[src/rtl/mio_bus_master_pkg.sv]
// rtl/mio_bus_master_pkg.sv - shared encodings and request legality check for the MIO bus sequencer
package mio_bus_master_pkg;

    typedef enum logic [1:0] {
        ST_IDLE = 2'd0,
        ST_BUS  = 2'd1,
        ST_RESP = 2'd2
    } state_t;

    localparam logic [1:0] SZ_BYTE = 2'd0;
    localparam logic [1:0] SZ_HALF = 2'd1;
    localparam logic [1:0] SZ_WORD = 2'd2;

    localparam logic [1:0] ERR_OK      = 2'd0;
    localparam logic [1:0] ERR_ALIGN   = 2'd1;
    localparam logic [1:0] ERR_TIMEOUT = 2'd2;

    // word_ok is low on buses narrower than a 32-bit word
    function automatic logic access_bad(input logic [1:0] size, input logic [1:0] addr_lo,
                                        input logic word_ok);
        case (size)
            SZ_BYTE: access_bad = 1'b0;
            SZ_HALF: access_bad = addr_lo[0];
            SZ_WORD: access_bad = (addr_lo != 2'b00) || !word_ok;
            default: access_bad = 1'b1;
        endcase
    endfunction

endpackage

[src/rtl/mio_bus_master_if.sv]
// rtl/mio_bus_master_if.sv - core request/response and MIO bus signal bundle
interface mio_bus_master_if #(
    parameter int ADDR_W = 32,
    parameter int DATA_W = 32
);
    logic                  req_valid;
    logic                  req_ready;
    logic                  req_we;
    logic [1:0]            req_size;
    logic                  req_signed;
    logic [ADDR_W-1:0]     req_addr;
    logic [DATA_W-1:0]     req_wdata;
    logic                  rsp_valid;
    logic [DATA_W-1:0]     rsp_rdata;
    logic [1:0]            rsp_err;
    logic [ADDR_W-1:0]     Addr_out;
    logic [DATA_W-1:0]     Data_out;
    logic [DATA_W/8-1:0]   byte_en;
    logic                  mem_w;
    logic                  CPU_MIO;
    logic                  MIO_ready;
    logic [DATA_W-1:0]     Data_in;

    modport master (
        input  req_valid, req_we, req_size, req_signed, req_addr, req_wdata, MIO_ready, Data_in,
        output req_ready, rsp_valid, rsp_rdata, rsp_err, Addr_out, Data_out, byte_en, mem_w, CPU_MIO
    );

    modport slave (
        output req_valid, req_we, req_size, req_signed, req_addr, req_wdata, MIO_ready, Data_in,
        input  req_ready, rsp_valid, rsp_rdata, rsp_err, Addr_out, Data_out, byte_en, mem_w, CPU_MIO
    );
endinterface

[src/rtl/mio_lane_align.sv]
// rtl/mio_lane_align.sv - byte-lane enables, store replication and load extract/extend (combinational)
module mio_lane_align
    import mio_bus_master_pkg::*;
#(
    parameter int DATA_W = 32
) (
    input  logic [1:0]                  size,
    input  logic                        sgn,
    input  logic [$clog2(DATA_W/8)-1:0] lane,
    input  logic [DATA_W-1:0]           wdata,
    input  logic [DATA_W-1:0]           bus_rdata,
    output logic [DATA_W/8-1:0]         byte_en,
    output logic [DATA_W-1:0]           wdata_rep,
    output logic [DATA_W-1:0]           rdata_ext
);
    localparam int NB = DATA_W / 8;
    localparam int WW = (DATA_W < 32) ? DATA_W : 32;

    logic [DATA_W-1:0] shifted;
    logic [NB-1:0]     be_mask;

    always_comb begin
        shifted   = bus_rdata >> {lane, 3'b000};
        be_mask   = '0;
        wdata_rep = '0;
        rdata_ext = '0;
        case (size)
            SZ_BYTE: begin
                be_mask = NB'(1);
                for (int k = 0; k < NB; k++) wdata_rep[8*k +: 8] = wdata[7:0];
                rdata_ext = sgn ? DATA_W'($signed(shifted[7:0])) : DATA_W'(shifted[7:0]);
            end
            SZ_HALF: begin
                be_mask = NB'(3);
                for (int k = 0; k < NB/2; k++) wdata_rep[16*k +: 16] = wdata[15:0];
                rdata_ext = sgn ? DATA_W'($signed(shifted[15:0])) : DATA_W'(shifted[15:0]);
            end
            default: begin
                be_mask = NB'(15);
                for (int k = 0; k < DATA_W/WW; k++) wdata_rep[WW*k +: WW] = wdata[WW-1:0];
                rdata_ext = sgn ? DATA_W'($signed(shifted[WW-1:0])) : DATA_W'(shifted[WW-1:0]);
            end
        endcase
        byte_en = be_mask << lane;
    end

endmodule

[src/rtl/mio_bus_master.sv]
// rtl/mio_bus_master.sv - request sequencer onto the MIO bus with INT sync; MIO_TIMEOUT_EN adds a BUS-wait timeout
module mio_bus_master
    import mio_bus_master_pkg::*;
#(
    parameter int ADDR_W      = 32,
    parameter int DATA_W      = 32,
    parameter int TIMEOUT_CYC = 255
) (
    input  logic             clk,
    input  logic             reset,
    mio_bus_master_if.master bus,
    input  logic             INT,
    input  logic             int_ack,
    output logic             int_pending,
    output logic [1:0]       state
);
    localparam int NB = DATA_W / 8;
    localparam int LB = $clog2(NB);

    state_t            state_q, state_d;
    logic              we_q, we_d;
    logic [1:0]        size_q, size_d;
    logic              sgn_q, sgn_d;
    logic [ADDR_W-1:0] addr_q, addr_d;
    logic [DATA_W-1:0] wdata_q, wdata_d;
    logic [DATA_W-1:0] rdata_q, rdata_d;
    logic [1:0]        err_q, err_d;
    logic              int_s1_q, int_s2_q, int_s3_q;
    logic              int_pending_q, int_pending_d;
    logic              req_bad, in_bus, in_resp, timeout;
    logic [NB-1:0]     lane_be;
    logic [DATA_W-1:0] lane_wdata, lane_rdata;

`ifdef MIO_TIMEOUT_EN
    localparam int CNT_W = $clog2(TIMEOUT_CYC + 1);
    logic [CNT_W-1:0] cnt_q, cnt_d;
    assign timeout = (cnt_q == CNT_W'(TIMEOUT_CYC - 1));
`else
    logic unused_timeout_cfg;
    assign timeout            = 1'b0;
    assign unused_timeout_cfg = (TIMEOUT_CYC == 0);
`endif

    assign req_bad = access_bad(bus.req_size, bus.req_addr[1:0], DATA_W >= 32);

    always_comb begin
        state_d       = state_q;
        we_d          = we_q;
        size_d        = size_q;
        sgn_d         = sgn_q;
        addr_d        = addr_q;
        wdata_d       = wdata_q;
        rdata_d       = rdata_q;
        err_d         = err_q;
`ifdef MIO_TIMEOUT_EN
        cnt_d         = cnt_q;
`endif
        int_pending_d = (int_s2_q & ~int_s3_q) | (int_pending_q & ~int_ack);
        case (state_q)
            ST_IDLE: if (bus.req_valid) begin
                we_d    = bus.req_we;
                size_d  = bus.req_size;
                sgn_d   = bus.req_signed;
                addr_d  = bus.req_addr;
                wdata_d = bus.req_wdata;
                rdata_d = '0;
                err_d   = req_bad ? ERR_ALIGN : ERR_OK;
                state_d = req_bad ? ST_RESP : ST_BUS;
`ifdef MIO_TIMEOUT_EN
                cnt_d   = '0;
`endif
            end
            // MIO_ready wins over a timeout landing in the same cycle
            ST_BUS: if (bus.MIO_ready) begin
                rdata_d = bus.Data_in;
                state_d = ST_RESP;
            end else if (timeout) begin
                err_d   = ERR_TIMEOUT;
                state_d = ST_RESP;
            end else begin
`ifdef MIO_TIMEOUT_EN
                cnt_d   = cnt_q + 1'b1;
`endif
            end
            ST_RESP: state_d = ST_IDLE;
            default: state_d = ST_IDLE;
        endcase
    end

    always_ff @(posedge clk or negedge reset) begin
        if (!reset) begin
            state_q       <= ST_IDLE;
            we_q          <= 1'b0;
            size_q        <= SZ_BYTE;
            sgn_q         <= 1'b0;
            addr_q        <= '0;
            wdata_q       <= '0;
            rdata_q       <= '0;
            err_q         <= ERR_OK;
            int_s1_q      <= 1'b0;
            int_s2_q      <= 1'b0;
            int_s3_q      <= 1'b0;
            int_pending_q <= 1'b0;
        end else begin
            state_q       <= state_d;
            we_q          <= we_d;
            size_q        <= size_d;
            sgn_q         <= sgn_d;
            addr_q        <= addr_d;
            wdata_q       <= wdata_d;
            rdata_q       <= rdata_d;
            err_q         <= err_d;
            int_s1_q      <= INT;
            int_s2_q      <= int_s1_q;
            int_s3_q      <= int_s2_q;
            int_pending_q <= int_pending_d;
        end
    end

`ifdef MIO_TIMEOUT_EN
    always_ff @(posedge clk or negedge reset) begin
        if (!reset) cnt_q <= '0;
        else        cnt_q <= cnt_d;
    end
`endif

    mio_lane_align #(.DATA_W(DATA_W)) u_lane (
        .size      (size_q),
        .sgn       (sgn_q),
        .lane      (addr_q[LB-1:0]),
        .wdata     (wdata_q),
        .bus_rdata (rdata_q),
        .byte_en   (lane_be),
        .wdata_rep (lane_wdata),
        .rdata_ext (lane_rdata)
    );

    // Bus outputs decode straight from state so an async reset drops them without a clock
    assign in_bus        = (state_q == ST_BUS);
    assign in_resp       = (state_q == ST_RESP);
    assign bus.req_ready = (state_q == ST_IDLE);
    assign bus.rsp_valid = in_resp;
    assign bus.rsp_err   = in_resp ? err_q : ERR_OK;
    assign bus.rsp_rdata = (in_resp && err_q == ERR_OK && !we_q) ? lane_rdata : '0;
    assign bus.CPU_MIO   = in_bus;
    assign bus.mem_w     = in_bus & we_q;
    assign bus.Addr_out  = in_bus ? {addr_q[ADDR_W-1:LB], {LB{1'b0}}} : '0;
    assign bus.Data_out  = in_bus ? lane_wdata : '0;
    assign bus.byte_en   = in_bus ? lane_be : '0;
    assign int_pending   = int_pending_q;
    assign state         = state_q;

endmodule

[src/flat_wrapper.sv]
// flat-port wrapper written by rule: the top's interface ports become plain ports
module mio_bus_master_flat import mio_bus_master_pkg::*;
#(
    parameter int ADDR_W      = 32,
    parameter int DATA_W      = 32,
    parameter int TIMEOUT_CYC = 255
)
  (clk, reset, INT, int_ack, int_pending, state, bus_req_valid, bus_req_we, bus_req_size, bus_req_signed, bus_req_addr, bus_req_wdata, bus_MIO_ready, bus_Data_in, bus_req_ready, bus_rsp_valid, bus_rsp_rdata, bus_rsp_err, bus_Addr_out, bus_Data_out, bus_byte_en, bus_mem_w, bus_CPU_MIO);
  mio_bus_master_if #(.ADDR_W(ADDR_W), .DATA_W(DATA_W)) bus_i ();
  input  logic clk;
  input  logic reset;
  input  logic INT;
  input  logic int_ack;
  output logic int_pending;
  output logic [1:0] state;
  input wire logic [$bits(bus_i.req_valid)-1:0] bus_req_valid;
  input wire logic [$bits(bus_i.req_we)-1:0] bus_req_we;
  input wire logic [$bits(bus_i.req_size)-1:0] bus_req_size;
  input wire logic [$bits(bus_i.req_signed)-1:0] bus_req_signed;
  input wire logic [$bits(bus_i.req_addr)-1:0] bus_req_addr;
  input wire logic [$bits(bus_i.req_wdata)-1:0] bus_req_wdata;
  input wire logic [$bits(bus_i.MIO_ready)-1:0] bus_MIO_ready;
  input wire logic [$bits(bus_i.Data_in)-1:0] bus_Data_in;
  output wire logic [$bits(bus_i.req_ready)-1:0] bus_req_ready;
  output wire logic [$bits(bus_i.rsp_valid)-1:0] bus_rsp_valid;
  output wire logic [$bits(bus_i.rsp_rdata)-1:0] bus_rsp_rdata;
  output wire logic [$bits(bus_i.rsp_err)-1:0] bus_rsp_err;
  output wire logic [$bits(bus_i.Addr_out)-1:0] bus_Addr_out;
  output wire logic [$bits(bus_i.Data_out)-1:0] bus_Data_out;
  output wire logic [$bits(bus_i.byte_en)-1:0] bus_byte_en;
  output wire logic [$bits(bus_i.mem_w)-1:0] bus_mem_w;
  output wire logic [$bits(bus_i.CPU_MIO)-1:0] bus_CPU_MIO;
  assign bus_i.req_valid = bus_req_valid;
  assign bus_i.req_we = bus_req_we;
  assign bus_i.req_size = bus_req_size;
  assign bus_i.req_signed = bus_req_signed;
  assign bus_i.req_addr = bus_req_addr;
  assign bus_i.req_wdata = bus_req_wdata;
  assign bus_i.MIO_ready = bus_MIO_ready;
  assign bus_i.Data_in = bus_Data_in;
  assign bus_req_ready = bus_i.req_ready;
  assign bus_rsp_valid = bus_i.rsp_valid;
  assign bus_rsp_rdata = bus_i.rsp_rdata;
  assign bus_rsp_err = bus_i.rsp_err;
  assign bus_Addr_out = bus_i.Addr_out;
  assign bus_Data_out = bus_i.Data_out;
  assign bus_byte_en = bus_i.byte_en;
  assign bus_mem_w = bus_i.mem_w;
  assign bus_CPU_MIO = bus_i.CPU_MIO;
  mio_bus_master #(.ADDR_W(ADDR_W), .DATA_W(DATA_W), .TIMEOUT_CYC(TIMEOUT_CYC)) u_core (.clk(clk), .reset(reset), .bus(bus_i), .INT(INT), .int_ack(int_ack), .int_pending(int_pending), .state(state));
endmodule
[config.mk]
export PLATFORM = sky130hd
export DESIGN_NAME = mio_bus_master_flat
export DESIGN_NICKNAME = d
export VERILOG_FILES = /design/src/rtl/mio_bus_master_pkg.sv /design/src/rtl/mio_bus_master_if.sv /design/src/rtl/mio_lane_align.sv /design/src/rtl/mio_bus_master.sv /design/src/flat_wrapper.sv
export SDC_FILE = /design/constraint.sdc
export NUM_CORES = 1
export LEC_CHECK = 0
export ABC_AREA = 1
export CAP_MARGIN = 20
export CORE_ASPECT_RATIO = 0.9
export CORE_MARGIN = 5
export CORE_UTILIZATION = 45
export CTS_CLUSTER_DIAMETER = 200
export DETAILED_ROUTE_END_ITERATION = 7
export GPL_TIMING_DRIVEN = 0
export PLACE_DENSITY = 0.79
export SLEW_MARGIN = 20
export SYNTH_ARGS = -nofsm -noshare
export SYNTH_HDL_FRONTEND = slang
export SYNTH_SLANG_ARGS = --single-unit
[constraint.sdc]
create_clock -name clk -period 1.5 [get_ports clk]
set_input_delay 0.15 -clock clk [delete_from_list [all_inputs] [get_ports clk]]
set_output_delay 0.15 -clock clk [all_outputs]
set_load 0.005 [all_outputs]
# [After elaboration in Yosys (flattened, before gate mapping)]
# Cells that the tools add are included.
[classes] eq_ne=7 shifts=2 n_mux=19 bitwise=6 n_reduce_logical=12
[op_table] cell="32-bit two-way mux" n=7
[op_table] cell="32-bit case mux with 2 select lines" n=3
[op_table] cell="32-bit by 5-bit right shift with 32-bit output" n=1
[op_table] cell="2-bit zero test" n=4
[op_table] cell="2-bit two-way mux" n=4
[op_table] cell="4-bit case mux with 2 select lines" n=1
[op_table] cell="2-bit by 1-bit == test with 1-bit output (second input constant)" n=3
[op_table] cell="2-bit == test (second input constant)" n=2
[op_table] cell="4-bit two-way mux" n=1
[op_table] cell="2-bit inequality test (second input constant)" n=2
[op_table] cell="2-bit case mux with 2 select lines" n=1
[op_table] cell="2-bit AND reduction" n=2
[op_table] cell="2-bit nonzero test" n=2
[op_table] cell="4-bit by 2-bit left shift with 4-bit output" n=1
[op_table] cell="1-bit bitwise AND" n=3
[op_table] cell="1-bit case mux with 3 select lines" n=1
[op_table] cell="3-bit AND reduction" n=1
[op_table] cell="1-bit logical AND" n=2
[op_table] cell="1-bit NOT" n=2
[op_table] cell="1-bit zero test" n=1
[op_table] cell="1-bit two-way mux" n=1
[op_table] cell="1-bit bitwise OR" n=1
[word_totals] reg_bits=108 wordCells=58

# [Logic depth before layout (Yosys ltp)]
# Gate-level depths: netlist of the first run.
[depth] word_depth=5 ltp_mapped=9 ltp_nobuf=7

# [Modules after synthesis]
# A second synthesis of the first run with hierarchy kept.
[unflattened] hier_cells=915 hier_area_um2=6179.7
[by_module_without_submodules] mod="mio_bus_master" n_inst=1 cells_each=654 area_each_um2=4979.8 seq_area_each_um2=2677.6
[by_module_without_submodules] mod="mio_lane_align" n_inst=1 cells_each=261 area_each_um2=1199.9 seq_area_each_um2=0.0

# [Worst setup path after synthesis of the first run]
# OpenSTA, ideal clock, no wires.
[synth_path] kind="reg2out" startpoint="reg u_core.size_q[1]" endpoint="out bus_rsp_rdata[23]" t_arrival_ns=1.197 required_ns=1.350 path_slack_ns=0.153 path_stages_with_launch=10 path_buffers=2 cell_sequence="dfrtp_1 -> buf_6 -> inv_8 -> nand2_4 -> nor2_4 -> nand3_4 -> nand3_4 -> buf_6 -> nand2_1 -> inv_2"
[synth_via] elab_chain_len=3 word_cells_on_any_way=4
[synth_rtl] element="from (decl)" line_no="mio_bus_master.sv:22" text="logic [1:0] size_q, size_d;"
[synth_rtl] element="from (signal assigned)" line_no="mio_bus_master.sv:107" text="size_q <= size_d;"
[synth_rtl] element="2-bit by 1-bit == test with 1-bit output or 2-bit zero test (tied branches)" line_no="mio_lane_align.sv:27" text="case (size)"
[synth_rtl] element="32-bit case mux with 2 select lines *" line_no="mio_lane_align.sv:27"
[synth_rtl] element="32-bit two-way mux *" line_no="mio_bus_master.sv:144" text="assign bus.rsp_rdata = (in_resp && err_q == ERR_OK && !we_q) ? lane_rdata : '0;"
[synth_rtl] element="to (decl)" line_no="flat_wrapper.sv:26" text="output wire logic [$bits(bus_i.rsp_rdata)-1:0] bus_rsp_rdata;"
# Every way passes the cells marked *; elsewhere a longest branch is shown, timed or not.

# [Worst setup path in the final report of the first run]
[layout_path] startpoint="reg u_core.state_q[1] (netlist: u_core.state[1])" endpoint="out bus_byte_en[2]"
[layout_via] elab_chain_len=2
[layout_rtl] element="from (decl)" line_no="mio_bus_master.sv:20" text="state_t state_q, state_d;"
[layout_rtl] element="from (signal assigned)" line_no="mio_bus_master.sv:105" text="state_q <= state_d;"
[layout_rtl] element="2-bit by 1-bit == test with 1-bit output" line_no="mio_bus_master.sv:139" text="assign in_bus = (state_q == ST_BUS);"
[layout_rtl] element="4-bit two-way mux" line_no="mio_bus_master.sv:149" text="assign bus.byte_en = in_bus ? lane_be : '0;"
[layout_rtl] element="to (decl)" line_no="flat_wrapper.sv:30" text="output wire logic [$bits(bus_i.byte_en)-1:0] bus_byte_en;"
# No other way between the ends.

==> run_results.csv, run 1 <==
group,metric,value,unit
run_status,outcome,"finished, violations left",
run_status,violations,"negative setup slack",
pwr,power_density,1411,mW/mm²
finish,n_antenna_cell,0,
placement,port_buffers,210,
sta,setup_tns,-47730,ps
global_routing,grt_use_met3,10.01,%
critical_path,r2r_cells,10,
sta,finalCriticalPeriod,2015,ps
global_routing,grt_busiest_layer,"met2",
critical_path,critPathKind,"register to output port",
floorplanning,die-area,0.01499,mm²
detailed_routing,wl_per_cell,21.26,µm
logic_synthesis,synth.distinct_cells,27,
detailed_routing,drc,0,
finish,area_growth,82.70,%
pwr,max-vdd-ir-drop,0.8610,mV
sta,tightest_slew,716.8,ps
logic_synthesis,synthCells,767,
floorplanning,die_x,128.5,µm
hold_path,holdPathStages,1,
clock_network,cts.sinks,107,
critical_path,cp_common_cell,"buf_6",
sta,slew_violations,0,
critical_path,crit_path_start,"u_core.state[1]$_DFFE_PN0P_",
logic_synthesis,synth_top_cell_area_share,47.10,%
global_routing,grt_pass1_wl,35900,µm
pwr,cellLeakagePower,4.916,nW
hold_path,hold_start,"INT",
critical_path,path_cells,"buf_6 > nor2_4 > clkinv_4 > buf_6 > a221oi_2 > buf_2",
placement,routabilityCongestion,0.9030,
finish,fillers,724,
global_routing,grt_use_met1,36.53,%
clock_network,cts_root_buf,"clkbuf_16",
critical_path,r2r_slack,-270,ps
critical_path,crit_path_start_kind,"register",
sta,min_period_over_period,134.3,%
clock_network,cts_tree,"built",
critical_path,cp.required,1350,ps
critical_path,critPathMaxStageDelay,440,ps
detailed_routing,first_pass_iters,5,
clock_network,ctsLongestPathBuffers,2,
global_routing,track_usage,31.08,%
global_routing,use_met2,51.68,%
logic_synthesis,yosys.area.top_type,"dfrtp_1",
finish,finalCoreUtilization,82.83,%
critical_path,reg2reg_from,"u_core.state[1]$_DFFE_PN0P_",
critical_path,cpMaxStageDelayCell,"dfrtp_2",
clock_network,clock_latency,370,ps
clock_network,htreeDepth,3,
floorplanning,initial_core_util,45.34,%
logic_synthesis,syn_area,0.005685,mm²
global_routing,antenna_found_initial,0,
logic_synthesis,seq_area_frac_synth,47.10,%
floorplanning,die_y,116.6,µm
placement,dp_hpwl,14840,µm
critical_path,cp_max_fo,6,
logic_synthesis,syn_avg_cell_area,7.413,µm²
global_routing,overflow,0,
sta,fin_ws,-514.7,ps
critical_path,r2r_end,"u_core.rdata_q[30]$_DFFE_PN0P_",
hold_path,holdPathEnd,"u_core.int_s1_q$_DFF_PN0_",
logic_synthesis,synth_area_leaders,"dfrtp_1, nand2_1, o21ai_0",
critical_path,critPathCaptureType,"output port",
finish,multi_input_area,0.003446,mm²
logic_synthesis,ys_seq_elements,107,
sta,hold_viol,0,
sta,slew_headroom,52.21,%
critical_path,path_buf_inv,4,
sta,holdWs,215.3,ps
detailed_routing,wirelength,26430,µm
floorplanning,core,0.01254,mm²
logic_synthesis,yosysWarnings,0,
finish,layout-drive-gt1-share,42.08,%
finish,fin_nets,1180,
detailed_routing,vias,7046,
sta,fmax,496.4,MHz
finish,seq_area,0.002683,mm²
sta,fin_skew,6.575,ps
floorplanning,rows,39,
critical_path,cp.arrival,1860,ps
floorplanning,ioPinCount,215,
critical_path,cp_top_family,"buffers and inverters",
detailed_routing,viasPerCell,5.669,
global_routing,grt_max_degree,65,
clock_network,clk_pin_slew_worst_paths,70,ps
clock_network,cts_buffers,9,
sta,finalSetupViolations,135,
global_routing,grt_pass1_vias,6802,
sta,rsz0062_at_grt,"true",
placement,place_ws,-622.6,ps
detailed_routing,postRouteAntennaNets,0,
job,cap_violations,0,
detailed_routing,drt_iter0_drc,679,
hold_path,hold_class,"primary input to register",
## synthesized netlist by cell type (all sizes together)
cell,count
inv,95
conb,1
a21oi,32
nor3,11
o22ai,9
o21a,1
dfrtp,107
buf,33
nand2,193
a221oi,1
nand3,74
clkbuf,22
o21ai,97
a211oi,7
nor2,84
## final cells by class
type / instances / area share, %
tap: 164 / 1.975
timing repair buffer: 299 / 27.26
sequential: 107 / 25.82
buffer: 49 / 5.264
multi-input combinational: 513 / 33.17
clock inverter: 5 / 0.4336
inverter: 95 / 3.734
clock buffer: 11 / 2.337
## per-layer routing
| layer | up-vias | part of all wire [%] |
|---|---|---|
| met3 | 129 | 10 |
| li1 | 3040 | - |
| met1 | 3405 | 36 |
| met2 | 472 | 47 |
| met5 | - | 0 |
| met4 | 0 | 6.2 |
## registers in the layout (all words and copies together), names as in the netlist
| signal | cells |
|---|---|
| u_core.addr_q | 32 |
| u_core.err_q | 1 |
| u_core.int_pending | 1 |
| u_core.int_s1_q | 1 |
| u_core.int_s2_q | 1 |
| u_core.int_s3_q | 1 |
| u_core.rdata_q | 32 |
| u_core.sgn_q | 1 |
| u_core.size_q | 2 |
| u_core.state | 2 |
| u_core.wdata_q | 32 |
| u_core.we_q | 1 |
## metrics by stage
stage / power, mW / instances / cell area [µm²]
floorplan: 6.539 / 769 / 5693
detailed placement: 8.480 / 1144 / 8029
global placement: 8.391 / 1143 / 8000
global route: 15.24 / 1243 / 10390
CTS: 13.08 / 1221 / 9560
finish: 14.65 / 1243 / 10390
## layout by cell type, fill, tap and decap left out, drive strengths merged
master	instances
a211oi	7
a21oi	32
a221oi	1
buf	214
clkbuf	35
clkdlybuf4s15	2
clkdlybuf4s50	104
clkinv	3
clkinvlp	2
conb	3
dfrtp	107
dlygate4sd2	3
dlygate4sd3	1
inv	95
nand2	194
nand3	74
nor2	84
nor3	11
o21a	1
o21ai	97
o22ai	9
## kinds of logic (layout without fill, tap and decap cells)
logic type | after synthesis | count (layout) | share of synthesized area [%]
and+or+nand+nor | 362 | 363 | 27.09
buffers and inverters | 150 | 459 | 12.19
AOI/OAI and AO/OA | 147 | 147 | 13.56
DFF | 107 | 107 | 47.10
other | 1 | 3 | 0.06596
## repair_timing
action | in CTS | in global routing
endpoints found under the hold margin | 43 | 0
resized for setup | 724 | 199
setup endpoints to repair | 133 | 203
hold buffers | 1 | 0
buffers inserted | 53 | 26
cloned | 11 | 8
pin swaps | 46 | 40
## how the worst max path moves through the flow
stage	to	slack [ps]	depth (start not counted)
4_1_cts	bus_rsp_rdata[26]	-440	11
3_3_place_gp	u_core.addr_q[13]$_DFFE_PN0P_	-3960	1
3_5_place_dp	bus_byte_en[0]	-620	6
5_1_grt	bus_rsp_rdata[28]	-560	11
2_1_floorplan	bus_rsp_rdata[23]	150	9
6_report	bus_byte_en[2]	-510	6
## worst register-to-register path, stage by stage (launching register included)
cell and delay [ps]:
dfrtp_2 440, buf_6 130, nor2_4 210, buf_6 150, buf_6 90, buf_6 80, buf_8 120, nand2_8 80
nand2_8 130, buf_8 140, o21ai_1 80
## power breakdown
part / switching [mW] / internal [mW] / total [mW]
logic: 4.38 / 3.57 / 7.95
clock network: 1.21 / 1.20 / 2.40
registers: 0.645 / 3.66 / 4.30
total: 6.23 / 8.42 / 14.7
No activity file was read; power rests on OpenSTA's default activity.
==> run 2, diff against run 1 <==
CORE_UTILIZATION = 61   (was 45)
DONT_BUFFER_PORTS = 1   (was default)
PLACE_DENSITY = 0.75   (was 0.79)
==> run 2 against run 1 <==
  * Synthesized cell count unchanged
  * The run now fails in 5_1_grt
  * Synthesized area unchanged
==> run_results.csv, run 2 <==
group,metric,value,unit
run_status,outcome,"stopped before the end",
run_status,stop_stage,"5_1_grt",
run_status,error,"[ERROR DPL-0038] Utilization greater than 100%, impossible to legalize",
global_routing,grt_max_degree,108,
clock_network,cts_buffers,9,
logic_synthesis,syn_avg_cell_area,7.413,µm²
clock_network,cts.sinks,107,
floorplanning,rows,33,
placement,routabilityCongestion,0.9608,
logic_synthesis,async_flop_share,100.0,%
logic_synthesis,syn_area,0.005685,mm²
floorplanning,ioPinCount,215,
floorplanning,die_y,101.6,µm
logic_synthesis,synth_edf_count,0,
logic_synthesis,ys_seq_elements,107,
logic_synthesis,yosysWarnings,0,
logic_synthesis,synthFlopType,"dfrtp_1",
logic_synthesis,synth_area_leaders,"dfrtp_1, nand2_1, o21ai_0",
logic_synthesis,synth_top_cell_area_share,47.10,%
logic_synthesis,yosys.area.top_type,"dfrtp_1",
floorplanning,initial_core_util,62.31,%
logic_synthesis,yosys-top-cells-count,"nand2_1, dfrtp_1, o21ai_0",
placement,place_ws,-184.9,ps
floorplanning,die_x,111.8,µm
clock_network,cts_root_buf,"clkbuf_8",
placement,port_buffers,0,
logic_synthesis,seq_area_frac_synth,47.10,%
logic_synthesis,yosysMostFrequentCell,"nand2_1",
placement,dp_hpwl,12900,µm
logic_synthesis,synthCells,767,
sta,worst-ep-kind,"output port",
logic_synthesis,synth.distinct_cells,27,
clock_network,ctsLongestPathBuffers,2,
clock_network,htreeDepth,3,
sta,grt-worst-endpoint,"bus_rsp_rdata[6]",
[run 2: cell counts after synthesis]
No cell type changed its count.
[run 2: logic make-up after synthesis]
group | share of synthesized area [%]
flip-flops | 47.10
AND/OR/NAND/NOR | 27.09
buffers and inverters | 12.19
AO/OA/AOI/OAI | 13.56
other | 0.06596
[run 2: per-stage QoR]
| step | std cells | setup TNS, ps | area (µm²) |
|---|---|---|---|
| global placement | 891 | -1615 | 5846 |
| detailed placement | 891 | -3280 | 5846 |
| floorplan | 769 | 0 | 5693 |
| CTS | 1046 | -25760 | 8621 |
[run 2: repair_timing]
action / 4_1_cts
hold endpoints to repair: 209
gates cloned: 13
setup buffers: 24
endpoints found under the setup margin: 170
pin swaps: 35
hold buffers: 102
gates resized for setup: 351
==> run 3, diff against run 2 <==
CORE_ASPECT_RATIO = default   (was 0.9)
CORE_UTILIZATION = 40   (was 61)
CTS_CLUSTER_DIAMETER = default   (was 200)
PLACE_DENSITY = default   (was 0.75)
PLACE_DENSITY_LB_ADDON = 0.15   (was default)
==> run 3 against run 2 <==
  * The flow now finishes, with violations (negative hold slack, negative setup slack)
==> run_results.csv, run 3 (synthesis results as in run 1) <==
group,metric,value,unit
finish,mostFrequentLayoutCell,"nand2_1",
floorplanning,die_y,129.2,µm
critical_path,cpMaxStageDelayCell,"dfrtp_2",
run_status,violations,"negative hold slack, negative setup slack",
placement,dp_hpwl,13940,µm
pwr,cellLeakagePower,4.041,nW
critical_path,cp.arrival,1640,ps
detailed_routing,top_layer,"met4",
finish,reg_top3,"u_core.addr_q: 32 flops, u_core.rdata_q: 32 flops, u_core.wdata_q: 32 flops",
clock_network,cts_tree,"built",
finish,fin_cells,1111,
placement,dp_cells,949,
finish,fillers,1144,
global_routing,overflow,0,
sta,min_period_over_period,119.6,%
sta,holdWs,-520.0,ps
placement,routabilityCongestion,0.8993,
placement,postPlaceCellArea,0.005918,mm²
run_status,outcome,"finished, violations left",
critical_path,path_cells,"inv_2 > nor2_4 > nand3_4 > buf_8 > a21oi_2 > nand2_1 > inv_1",
floorplanning,core,0.01393,mm²
sta,hold_viol,107,
pwr,power_density,1448,mW/mm²
floorplanning,rows,43,
clock_network,cts_root_buf,"clkbuf_16",
critical_path,cp.required,1350,ps
detailed_routing,wl_met2,11050,µm
sta,fin_ws,-293.9,ps
critical_path,critPathMaxStageDelay,450,ps
placement,port_buffers,0,
clock_network,clock_latency,360,ps
floorplanning,die_x,129.2,µm
detailed_routing,met1_length,8747,µm
sta,slew_headroom,51.12,%
floorplanning,die-area,0.01670,mm²
critical_path,path_buf_inv,3,
sta,rsz0062_at_grt,"true",
sta,fmax,557.4,MHz
sta,fin_skew,8.898,ps
critical_path,crit_path_start_kind,"register",
clock_network,hold_buffers,101,
placement,place_ws,-237.0,ps
pwr,max-vdd-ir-drop,0.9109,mV
finish,area_growth,62.79,%
detailed_routing,wirelength,22170,µm
critical_path,critPathKind,"register to output port",
floorplanning,initial_core_util,40.80,%
critical_path,critPathCaptureType,"output port",
detailed_routing,postRouteAntennaNets,0,
sta,finalCriticalPeriod,1794,ps
clock_network,cts.sinks,107,
clock_network,clk_pin_slew_worst_paths,80,ps
clock_network,htreeDepth,3,
critical_path,cp_max_fo,10,
detailed_routing,met3WireLength,1726,µm
global_routing,antenna_found_initial,1,
hold_path,hold_class,"primary input to asynchronous set/reset pin",
global_routing,grt_max_degree,108,
detailed_routing,drt_iter0_drc,456,
clock_network,cts_buffers,9,
finish,mostFrequentLayoutCells,"nand2_1, dfrtp_1, dlygate4sd3_1",
detailed_routing,vias,6043,
global_routing,grt_pass1_wl,33350,µm
detailed_routing,drc,0,
global_routing,track_usage,25.59,%
finish,layout-drive-gt1-share,32.69,%
clock_network,ctsLongestPathBuffers,2,
floorplanning,ioPinCount,215,
job,cap_violations,0,
sta,finalSetupViolations,139,
finish,stdcell_area,0.009255,mm²
sta,slew_violations,0,
pwr,p_total,13.41,mW
detailed_routing,wl_per_cell,19.95,µm
detailed_routing,viasPerCell,5.439,
critical_path,cp_top_family,"flip-flops",
finish,fin_nets,1031,
global_routing,grt_pass1_vias,6226,
detailed_routing,first_pass_iters,5,
sta,tightest_slew,733.2,ps
-- run 3: worst paths after layout --
path	from	end	slack (ps)	cells past startpoint
setup reg to reg	u_core.state[0]$_DFFE_PN0P_	u_core.wdata_q[2]$_DFFE_PN0P_	-170	7
hold / removal	reset	u_core.int_s3_q$_DFF_PN0_	-520	0
setup / recovery	u_core.state[1]$_DFFE_PN0P_	bus_rsp_rdata[27]	-290	7
hold reg to reg	u_core.int_s1_q$_DFF_PN0_	u_core.int_s2_q$_DFF_PN0_	350	0
max in group asynchronous	reset	u_core.state[1]$_DFFE_PN0P_	1780	0
min in group clk	bus_Data_in[16]	u_core.rdata_q[16]$_DFFE_PN0P_	10	2
-- run 3: per-layer routing --
metal	global-route usage [%]	vias to the layer above
met2	42.90	271
met4	8.462	0
met1	31.47	2960
met3	7.997	59
li1	-	2753
met5	0	-
-- run 3: power by group --
part	switching, mW	internal, mW	total, mW
combinational	3.95	2.78	6.73
clock	1.20	1.21	2.41
sequential	0.605	3.66	4.26
-- run 3: metrics by stage --
stage                     hold slack [ps]  setup TNS (ps)  utilization, %
after floorplan                    -145.6               0               -
after global placement             -142.0           -5549           42.47
after detailed placement           -142.5           -6985           42.47
after CTS                          -530.9          -21770           62.29
after global routing               -540.8          -34830           66.42
final                              -520.0          -23830           66.42
-- run 3: cell type report --
type,count,area [µm²],share of cell area (%)
clock inverters,4,42.54,0.4596
well taps,180,225.2,2.433
flip-flops and latches,107,2683,28.98
clock buffers,12,246.5,2.663
inverters,95,390.4,4.218
plain buffers,54,649.4,7.016
diodes,1,2.502,0.02704
repair buffers,146,1564,16.90
multi-input cells,512,3452,37.30
-- run 3: worst reg2reg max path, delay by kind of cell, from the launching register on --
family	cells	cell delay (ps)
buffers and inverters	3	520
and+or+nand+nor	3	480
DFF	1	470
AOI/OAI and AO/OA	1	100
-- run 3: what timing repair did --
item | CTS | global route
setup endpoints to repair | 176 | 198
gates resized for setup | 317 | 123
pin swaps | 32 | 32
endpoints found under the hold margin | 208 | 107
cloned | 10 | 1
buffers inserted | 23 | 12
